File: config.mk
export PLATFORM = sky130hd
export DESIGN_NAME = cache_assoc_controller
export DESIGN_NICKNAME = d
export VERILOG_FILES = /design/src/rtl/cache_assoc_controller.sv
export SDC_FILE = /design/constraint.sdc
export NUM_CORES = 1
export LEC_CHECK = 0
export ABC_AREA = 1
export CORE_ASPECT_RATIO = 0.7
export CORE_MARGIN = 2
export CORE_UTILIZATION = 61
export CTS_CLUSTER_DIAMETER = 100
export CTS_CLUSTER_SIZE = 24
export DETAILED_ROUTE_END_ITERATION = 7
export DONT_BUFFER_PORTS = 1
export PLACE_DENSITY_LB_ADDON = 0.2
export SYNTH_ARGS = -nofsm -noshare
export SYNTH_HDL_FRONTEND = slang
export SYNTH_SLANG_ARGS = --single-unit
File: constraint.sdc
create_clock -name IN_CLK -period 2.6 [get_ports IN_CLK]
set_input_delay 0.39 -clock IN_CLK [delete_from_list [all_inputs] [get_ports IN_CLK]]
set_output_delay 0.39 -clock IN_CLK [all_outputs]
set_load 0.005 [all_outputs]
File: src/rtl/cache_assoc_controller.sv
// Purpose: N-way set-associative cache controller that holds tag/valid/dirty/LRU state and drives an external data array and RAM.
// Latency: a read hit acks 2 cycles after the request is sampled, a write-back write hit acks after 3, and a miss waits for the RAM.
// Backpressure: the CPU holds its request until OUT_ACK, and RAM strobes stay high until IN_RAM_ACK with no timeout.
// Ports: IN_CLK/IN_RESET (sync, active-high); CPU request IN_CPU_RD/WR/ADDR; RAM completion IN_RAM_ACK;
//        OUT_ACK/OUT_HIT complete the request; OUT_WAY/OUT_DATA_LOAD/OUT_DATA_WR steer the data array;
//        OUT_RAM_RD/WR/ADDR/SRC run the RAM transaction (SRC 1 = data array, 0 = CPU data).
module cache_assoc_controller #(
    parameter int ADDR_WIDTH  = 16,
    parameter int INDEX_WIDTH = 4,
    parameter int WAYS        = 2,
    parameter int WRITE_BACK  = 1,
    localparam int WAY_W      = (WAYS > 1) ? $clog2(WAYS) : 1
) (
    input  logic                  IN_CLK,
    input  logic                  IN_RESET,
    input  logic                  IN_CPU_RD,
    input  logic                  IN_CPU_WR,
    input  logic [ADDR_WIDTH-1:0] IN_CPU_ADDR,
    input  logic                  IN_RAM_ACK,
    output logic                  OUT_ACK,
    output logic                  OUT_HIT,
    output logic [WAY_W-1:0]      OUT_WAY,
    output logic                  OUT_DATA_LOAD,
    output logic                  OUT_DATA_WR,
    output logic                  OUT_RAM_RD,
    output logic                  OUT_RAM_WR,
    output logic [ADDR_WIDTH-1:0] OUT_RAM_ADDR,
    output logic                  OUT_RAM_SRC
);
    localparam int SETS  = 1 << INDEX_WIDTH;
    localparam int TAG_W = ADDR_WIDTH - INDEX_WIDTH;
    localparam logic [WAY_W-1:0] OLDEST = WAY_W'(WAYS - 1);

    typedef enum logic [2:0] {IDLE, LOOKUP, EVICT, FILL, REFILL, WR_HIT, WT_WR, ACK} state_t;

    state_t           state_q, state_d;
    logic             is_wr_q;
    logic             hit_q;
    logic [WAY_W-1:0] way_q;

    logic [TAG_W-1:0] tag_q   [SETS][WAYS];
    logic [WAYS-1:0]  valid_q [SETS];
    logic [WAYS-1:0]  dirty_q [SETS];
    logic [WAY_W-1:0] age_q   [SETS][WAYS];

    logic [INDEX_WIDTH-1:0] idx;
    logic [TAG_W-1:0]       req_tag;
    assign idx     = IN_CPU_ADDR[INDEX_WIDTH-1:0];
    assign req_tag = IN_CPU_ADDR[ADDR_WIDTH-1:INDEX_WIDTH];

    // Tag compare and victim choice for the addressed set.
    logic             lk_hit, lk_free;
    logic [WAY_W-1:0] lk_hit_way, lk_victim;
    always_comb begin
        lk_hit     = 1'b0;
        lk_hit_way = '0;
        lk_victim  = '0;
        lk_free    = 1'b0;
        for (int w = 0; w < WAYS; w++) begin
            if (valid_q[idx][w[WAY_W-1:0]] && tag_q[idx][w[WAY_W-1:0]] == req_tag) begin
                lk_hit     = 1'b1;
                lk_hit_way = w[WAY_W-1:0];
            end
        end
        // Scan downwards so the lowest-index invalid way is the one that sticks.
        for (int w = WAYS - 1; w >= 0; w--) begin
            if (!valid_q[idx][w[WAY_W-1:0]]) begin
                lk_victim = w[WAY_W-1:0];
                lk_free   = 1'b1;
            end
        end
        if (!lk_free) begin
            for (int w = 0; w < WAYS; w++) begin
                if (age_q[idx][w[WAY_W-1:0]] == OLDEST) lk_victim = w[WAY_W-1:0];
            end
        end
    end

    // A write-through write miss is the only completion that leaves the set untouched.
    logic touch;
    assign touch = hit_q || !(is_wr_q && (WRITE_BACK == 0));

    always_comb begin
        state_d = state_q;
        case (state_q)
            IDLE:    if (IN_CPU_RD || IN_CPU_WR) state_d = LOOKUP;
            LOOKUP: begin
                if (lk_hit) begin
                    if (!is_wr_q)             state_d = ACK;
                    else if (WRITE_BACK != 0) state_d = WR_HIT;
                    else                      state_d = WT_WR;
                end else if (is_wr_q && (WRITE_BACK == 0)) begin
                    state_d = WT_WR;
                end else if ((WRITE_BACK != 0) && valid_q[idx][lk_victim] && dirty_q[idx][lk_victim]) begin
                    state_d = EVICT;
                end else begin
                    state_d = FILL;
                end
            end
            EVICT:   if (IN_RAM_ACK) state_d = FILL;
            FILL:    if (IN_RAM_ACK) state_d = REFILL;
            REFILL:  state_d = is_wr_q ? WR_HIT : ACK;
            WR_HIT:  state_d = ACK;
            WT_WR:   if (IN_RAM_ACK) state_d = ACK;
            ACK:     state_d = IDLE;
            default: state_d = IDLE;
        endcase
    end

    always_comb begin
        OUT_ACK       = 1'b0;
        OUT_HIT       = 1'b0;
        OUT_WAY       = way_q;
        OUT_DATA_LOAD = 1'b0;
        OUT_DATA_WR   = 1'b0;
        OUT_RAM_RD    = 1'b0;
        OUT_RAM_WR    = 1'b0;
        OUT_RAM_ADDR  = '0;
        OUT_RAM_SRC   = 1'b0;
        case (state_q)
            EVICT: begin
                OUT_RAM_WR   = 1'b1;
                OUT_RAM_SRC  = 1'b1;
                OUT_RAM_ADDR = {tag_q[idx][way_q], idx};
            end
            FILL: begin
                OUT_RAM_RD   = 1'b1;
                OUT_RAM_ADDR = IN_CPU_ADDR;
            end
            REFILL: OUT_DATA_LOAD = 1'b1;
            WR_HIT: OUT_DATA_WR   = 1'b1;
            WT_WR: begin
                OUT_RAM_WR   = 1'b1;
                OUT_RAM_ADDR = IN_CPU_ADDR;
                OUT_DATA_WR  = hit_q;
            end
            ACK: begin
                OUT_ACK = 1'b1;
                OUT_HIT = hit_q;
            end
            default: ;
        endcase
    end

    always_ff @(posedge IN_CLK) begin
        if (IN_RESET) begin
            state_q <= IDLE;
            is_wr_q <= 1'b0;
            hit_q   <= 1'b0;
            way_q   <= '0;
            for (int s = 0; s < SETS; s++) begin
                valid_q[s[INDEX_WIDTH-1:0]] <= '0;
                dirty_q[s[INDEX_WIDTH-1:0]] <= '0;
                for (int w = 0; w < WAYS; w++) begin
                    tag_q[s[INDEX_WIDTH-1:0]][w[WAY_W-1:0]] <= '0;
                    age_q[s[INDEX_WIDTH-1:0]][w[WAY_W-1:0]] <= w[WAY_W-1:0];
                end
            end
        end else begin
            state_q <= state_d;
            case (state_q)
                IDLE: if (IN_CPU_RD || IN_CPU_WR) is_wr_q <= !IN_CPU_RD;
                LOOKUP: begin
                    hit_q <= lk_hit;
                    way_q <= lk_hit ? lk_hit_way : lk_victim;
                end
                REFILL: begin
                    tag_q[idx][way_q]   <= req_tag;
                    valid_q[idx][way_q] <= 1'b1;
                    dirty_q[idx][way_q] <= 1'b0;
                end
                WR_HIT: if (WRITE_BACK != 0) dirty_q[idx][way_q] <= 1'b1;
                ACK: begin
                    if (touch) begin
                        for (int w = 0; w < WAYS; w++) begin
                            if (w[WAY_W-1:0] == way_q)
                                age_q[idx][w[WAY_W-1:0]] <= '0;
                            else if (age_q[idx][w[WAY_W-1:0]] < age_q[idx][way_q])
                                age_q[idx][w[WAY_W-1:0]] <= age_q[idx][w[WAY_W-1:0]] + 1'b1;
                        end
                    end
                end
                default: ;
            endcase
        end
    end
endmodule

Word-level counts from Yosys, hierarchy flattened --
Memories as Yosys holds them, arrays and structs flattened. Cells that the tools add are included.
Word-level totals: memories kept 4, input bits 21, bits in writable memories 480, bits in registers 6, output and inout bits 24
Memories:
- tag_q | depth 16, bits a word 24, rd ports 1, clocked after memory_dff 0, wr ports 16, line 41 | logic [TAG_W-1:0] tag_q [SETS][WAYS];
- age_q | depth 16, bits a word 2, rd ports 1, clocked after memory_dff 0, wr ports 16, line 44 | logic [WAY_W-1:0] age_q [SETS][WAYS];
- dirty_q | depth 16, bits a word 2, rd ports 1, clocked after memory_dff 0, wr ports 16, line 43 | logic [WAYS-1:0] dirty_q [SETS];
- valid_q | depth 16, bits a word 2, rd ports 1, clocked after memory_dff 0, wr ports 16, line 42 | logic [WAYS-1:0] valid_q [SETS];
Cells by class: order comparisons 7, multiplexer cells 82, add/subtract/negate cells 2, reductions and logical operators 16, bitwise gates (word level) 5, equal/unequal tests 13
Operator list (count):
- two-way mux 24 bit | 3
- two-way mux 1 bit | 52
- two-way mux 12 bit | 4
- case mux 16 bit (2 select lines) | 1
- == test 12 bit | 2
- case mux 3 bit (8 select lines) | 1
- OR reduction 24 bit | 1
- two-way mux 2 bit | 9
- two-way mux 4 bit | 4
- two-way mux 3 bit | 5
- demux 12 bit (select 1 bit) | 1
- == test 3 bit (second input constant) | 4
- OR reduction 2 bit | 5
- inequality test 2 bit (second input constant) | 4
- == test 3 x 2 -> 1 bit (second input constant) | 2
- logical AND 1 bit | 5
- < comparator 1 x 2 -> 1 bit (second input constant) | 2
- bitwise OR 1 bit | 4
- AND reduction 4 bit | 1
- == test 3 x 1 -> 1 bit (second input constant) | 1
- logical NOT 3 bit | 1
- adder 1 bit (second input constant) | 2
- >= comparator 2 bit (second input constant) | 1
- < comparator 1 bit | 2
- other kinds (8) | 8

Depth between registers and ports, before layout --
depth in word-level cells 13, mapped depth 23

Worst setup path before layout --
Ideal clock, no wire load.
path kind input-to-reg, start point in IN_CPU_ADDR[0], end point mem tag_q[5][12] (netlist bit) (enable), stages on the path 10, path slack 0.204 ns, arrival time 2.046 ns, path buffers 4, data required time 2.250 ns, cells stage by stage inv_1 -> buf_2 -> nor2_2 -> buf_2 -> inv_1 -> clkbuf_1 -> nor2_1 -> nand2_1 -> clkbuf_1 -> nand2_1
RTL lines:
- from (decl) | line 18 | input logic [ADDR_WIDTH-1:0] IN_CPU_ADDR,
- to (decl) | line 41

Worst setup path after layout --
start point in IN_CPU_ADDR[0], end point out OUT_RAM_ADDR[4]
On the way: longest elaborated chain between the ends 5
Ends and longest elaborated chain:
- memory read (16 x 24 bit)
- two-way mux 12 bit (implied by the code) (3 in series) | line 124 | OUT_RAM_ADDR = {tag_q[idx][way_q], idx};
- case mux 16 bit (2 select lines) | line 120 | case (state_q)
- to (decl) | line 27 | output logic [ADDR_WIDTH-1:0] OUT_RAM_ADDR,
No other way between the ends. The select of a mux whose other input is x is not followed.

==> reports/summary.txt <==
Power density cells -> 599 mW/mm^2
Post-synthesis sequential area ratio -> 0.618
Synth Area per Inst -> 8.63 um^2
Worst-path clk slew -> 0.10 ns
Final hold violation count -> 0
Netlist cell types -> 33
Final total power -> 15.1 mW
Min Tclk post-route -> 2.58 ns
Req. time, crit path -> 2.21 ns
Ys Warns -> 0
Share of cells above drive strength 1 -> 0.0790
Tot GR Track Use -> 0.366
Max Buffers Root-to-Sink -> 3
Ant diodes -> 0
Initial Utilization -> 0.619
Die H -> 166 um
CTS tree -> done
DIE AREA -> 0.0393 mm^2
CP arrival -> 2.19 ns
Max-Slew Margin vs Limit -> 0.567
Global-route wire length before repair -> 108000 um
Clock sinks -> 486
Ys flop type -> edfxtp_1
Total grt overflow -> 0
DP HPWL -> 47700 um
Fill count -> 2993
Detailed Route WL -> 71200 um
Clock Latency Late Sink -> 0.57 ns
Worst-path maximum fanout -> 173
Worst clock skew -> 0.0198 ns
FP Rows -> 59
IO Port Bufs -> 0
Routed len/inst -> 22.4 um
Post-synth ARST share -> 0
Min-Delay Path Class -> in -> reg
Maximum clock rate -> 387 MHz
Syn Std Cell Area -> 0.0230 mm^2
Post-route cell area -> 0.0251 mm^2
Fin. max-slew vios -> 0
Commonest non-fill, non-tap cells in the layout -> 1134 x nand2_1, 502 x nor2_1, 447 x edfxtp_1, 132 x buf_4, 131 x o21ai_0
Crit. End Element -> output pin
Root Driver -> clkbuf_16
Dpl cell area -> 0.0244 mm^2
Largest net degree at the start of global routing -> 174
Seq cells post-synth -> 486
Total of max-cap violations -> 0
Htree depth -> 1
# DRC -> 0
Layout Nets -> 2699
Lkg Pwr -> 10.8 nW
Number of flops mapped to enable cells by yosys -> 447
Via Count -> 18886
Cells after synthesis -> 2663
TritonCTS Buffers -> 24
Syn nets -> 2684
Status -> completed
RePlAce Congestion -> 1.03
Top Ports -> 45
Startpoint types -> input port
Post-detailed-route count of antenna-violating nets -> 0
Core area -> 0.0371 mm^2
Initial antenna violation count -> 2
Worst vdd ir -> 0.667 mV
1st-iter DRT viols -> 2884
Pre-antenna DRT Iters -> 6
Least-Margin Pin Slew -> 0.648 ns
RSZ-0062 raised after global routing -> no
Endpoints failing setup -> 0
Postcts setup bufs -> 0
Via density -> 5.93
Footprint of the multi-input gates -> 0.00770 mm^2
Area occupied by registers -> 0.0142 mm^2
Vias in the first global route -> 17663
Kind of critical path -> in -> out
Post-route clock period utilization -> 0.993
Commonest non-fill, non-tap cell in the layout -> nand2_1
Area Growth Syn to Fin -> 9.32%
Die width -> 236 um
-- Yosys cell counts, types with 6 or more instances --
master,n,area share
nand2_1,1134,0.19
nor2_1,506,0.083
edfxtp_1,447,0.58
o21ai_0,133,0.029
clkbuf_1,104,0.017
inv_1,65,0.011
nand3_1,55,0.012
buf_2,43,0.0094
dfxtp_1,39,0.034
a21oi_1,24,0.0052
a22oi_1,20,0.0065
o22ai_1,17,0.0046
clkinv_1,14,0.0023
buf_1,11,0.0018
buf_4,10,0.0033
buf_6,6,0.0029
-- where the power goes --
group          internal, mW  leakage [nW]  total, mW  switching [mW]
registers              8.76          4.88       8.86           0.102
clock network          1.84         0.339       4.29            2.45
logic                 0.527          5.55       1.91            1.39
-- flip-flops by register name, summed over array words and instances (netlist names) --
| name | cells |
|---|---|
| state_q | 3 |
| hit_q | 1 |
| dirty_q | 32 |
| tag_q | 384 |
| OUT_WAY | 1 |
| is_wr_q | 1 |
| valid_q | 32 |
| age_q | 32 |
-- metal layers --
layer / routed length (um) / up-vias / track usage
met2: 30400 / 1229 / 0.531
met4: 2690 / 6 / 0.120
met1: 27800 / 8903 / 0.528
met5: 85 / - / 0.0109
met3: 10300 / 172 / 0.112
li1: - / 8576 / -
-- kinds of logic after synthesis --
family,after synthesis,share of synthesized area
buffers and inverters,259,0.0483
AO/OA/AOI/OAI,205,0.0486
AND/OR/NAND/NOR,1713,0.285
flip-flops,486,0.618
-- critical path, stage by stage --
cell	delay (ns)
inv_4	0.19
buf_12	0.25
nand2_1	0.10
nand2_1	0.08
nand2_1	0.07
nand3_1	0.13
nand2_1	0.10
nand2_1	0.09
nor2_1	0.06
a21oi_1	0.19
o21ai_0	0.17
o21ai_1	0.21
-- path summary, 6_finish.rpt --
kind,from,to,slack [ns],cells after the start
worst min register to register,valid_q[9][1],valid_q[9][1],0.46,2
worst max-delay path,IN_CPU_ADDR[0],OUT_RAM_ADDR[4],0.02,12
worst max register to register,tag_q[9][20],state_q[1],0.31,16
worst min-delay path,IN_CPU_RD,is_wr_q,0.08,4
-- cell type report --
class	instances	area share
inverters	85	0.0130
repair buffers	163	0.0630
well taps	488	0.0243
clock inverters	1	0.000796
clock buffers	43	0.0276
flip-flops and latches	486	0.565
multi-input cells	1918	0.306
-- metrics by stage --
stage	std cells	TNS (ns)	worst slack (ns)	hold WS, ns	util
floorplan	2663	0	0.204	0.427	-
global placement	3137	0	0.0775	0.438	0.656
detailed placement	3137	-0.565	-0.0627	0.442	0.656
CTS	3184	0	0.0498	0.0614	0.677
global route	3184	0	0.0147	0.0686	0.677
finish	3184	0	0.0178	0.0822	0.677
-- what timing repair did --
action,CTS,global route
pin swaps,0,1
hold buffers,3,0
setup endpoints to repair,1,5
cloned,0,0
hold endpoints to repair,19,0
resized for setup,1,4
No activity file was read; power rests on OpenSTA's default activity.
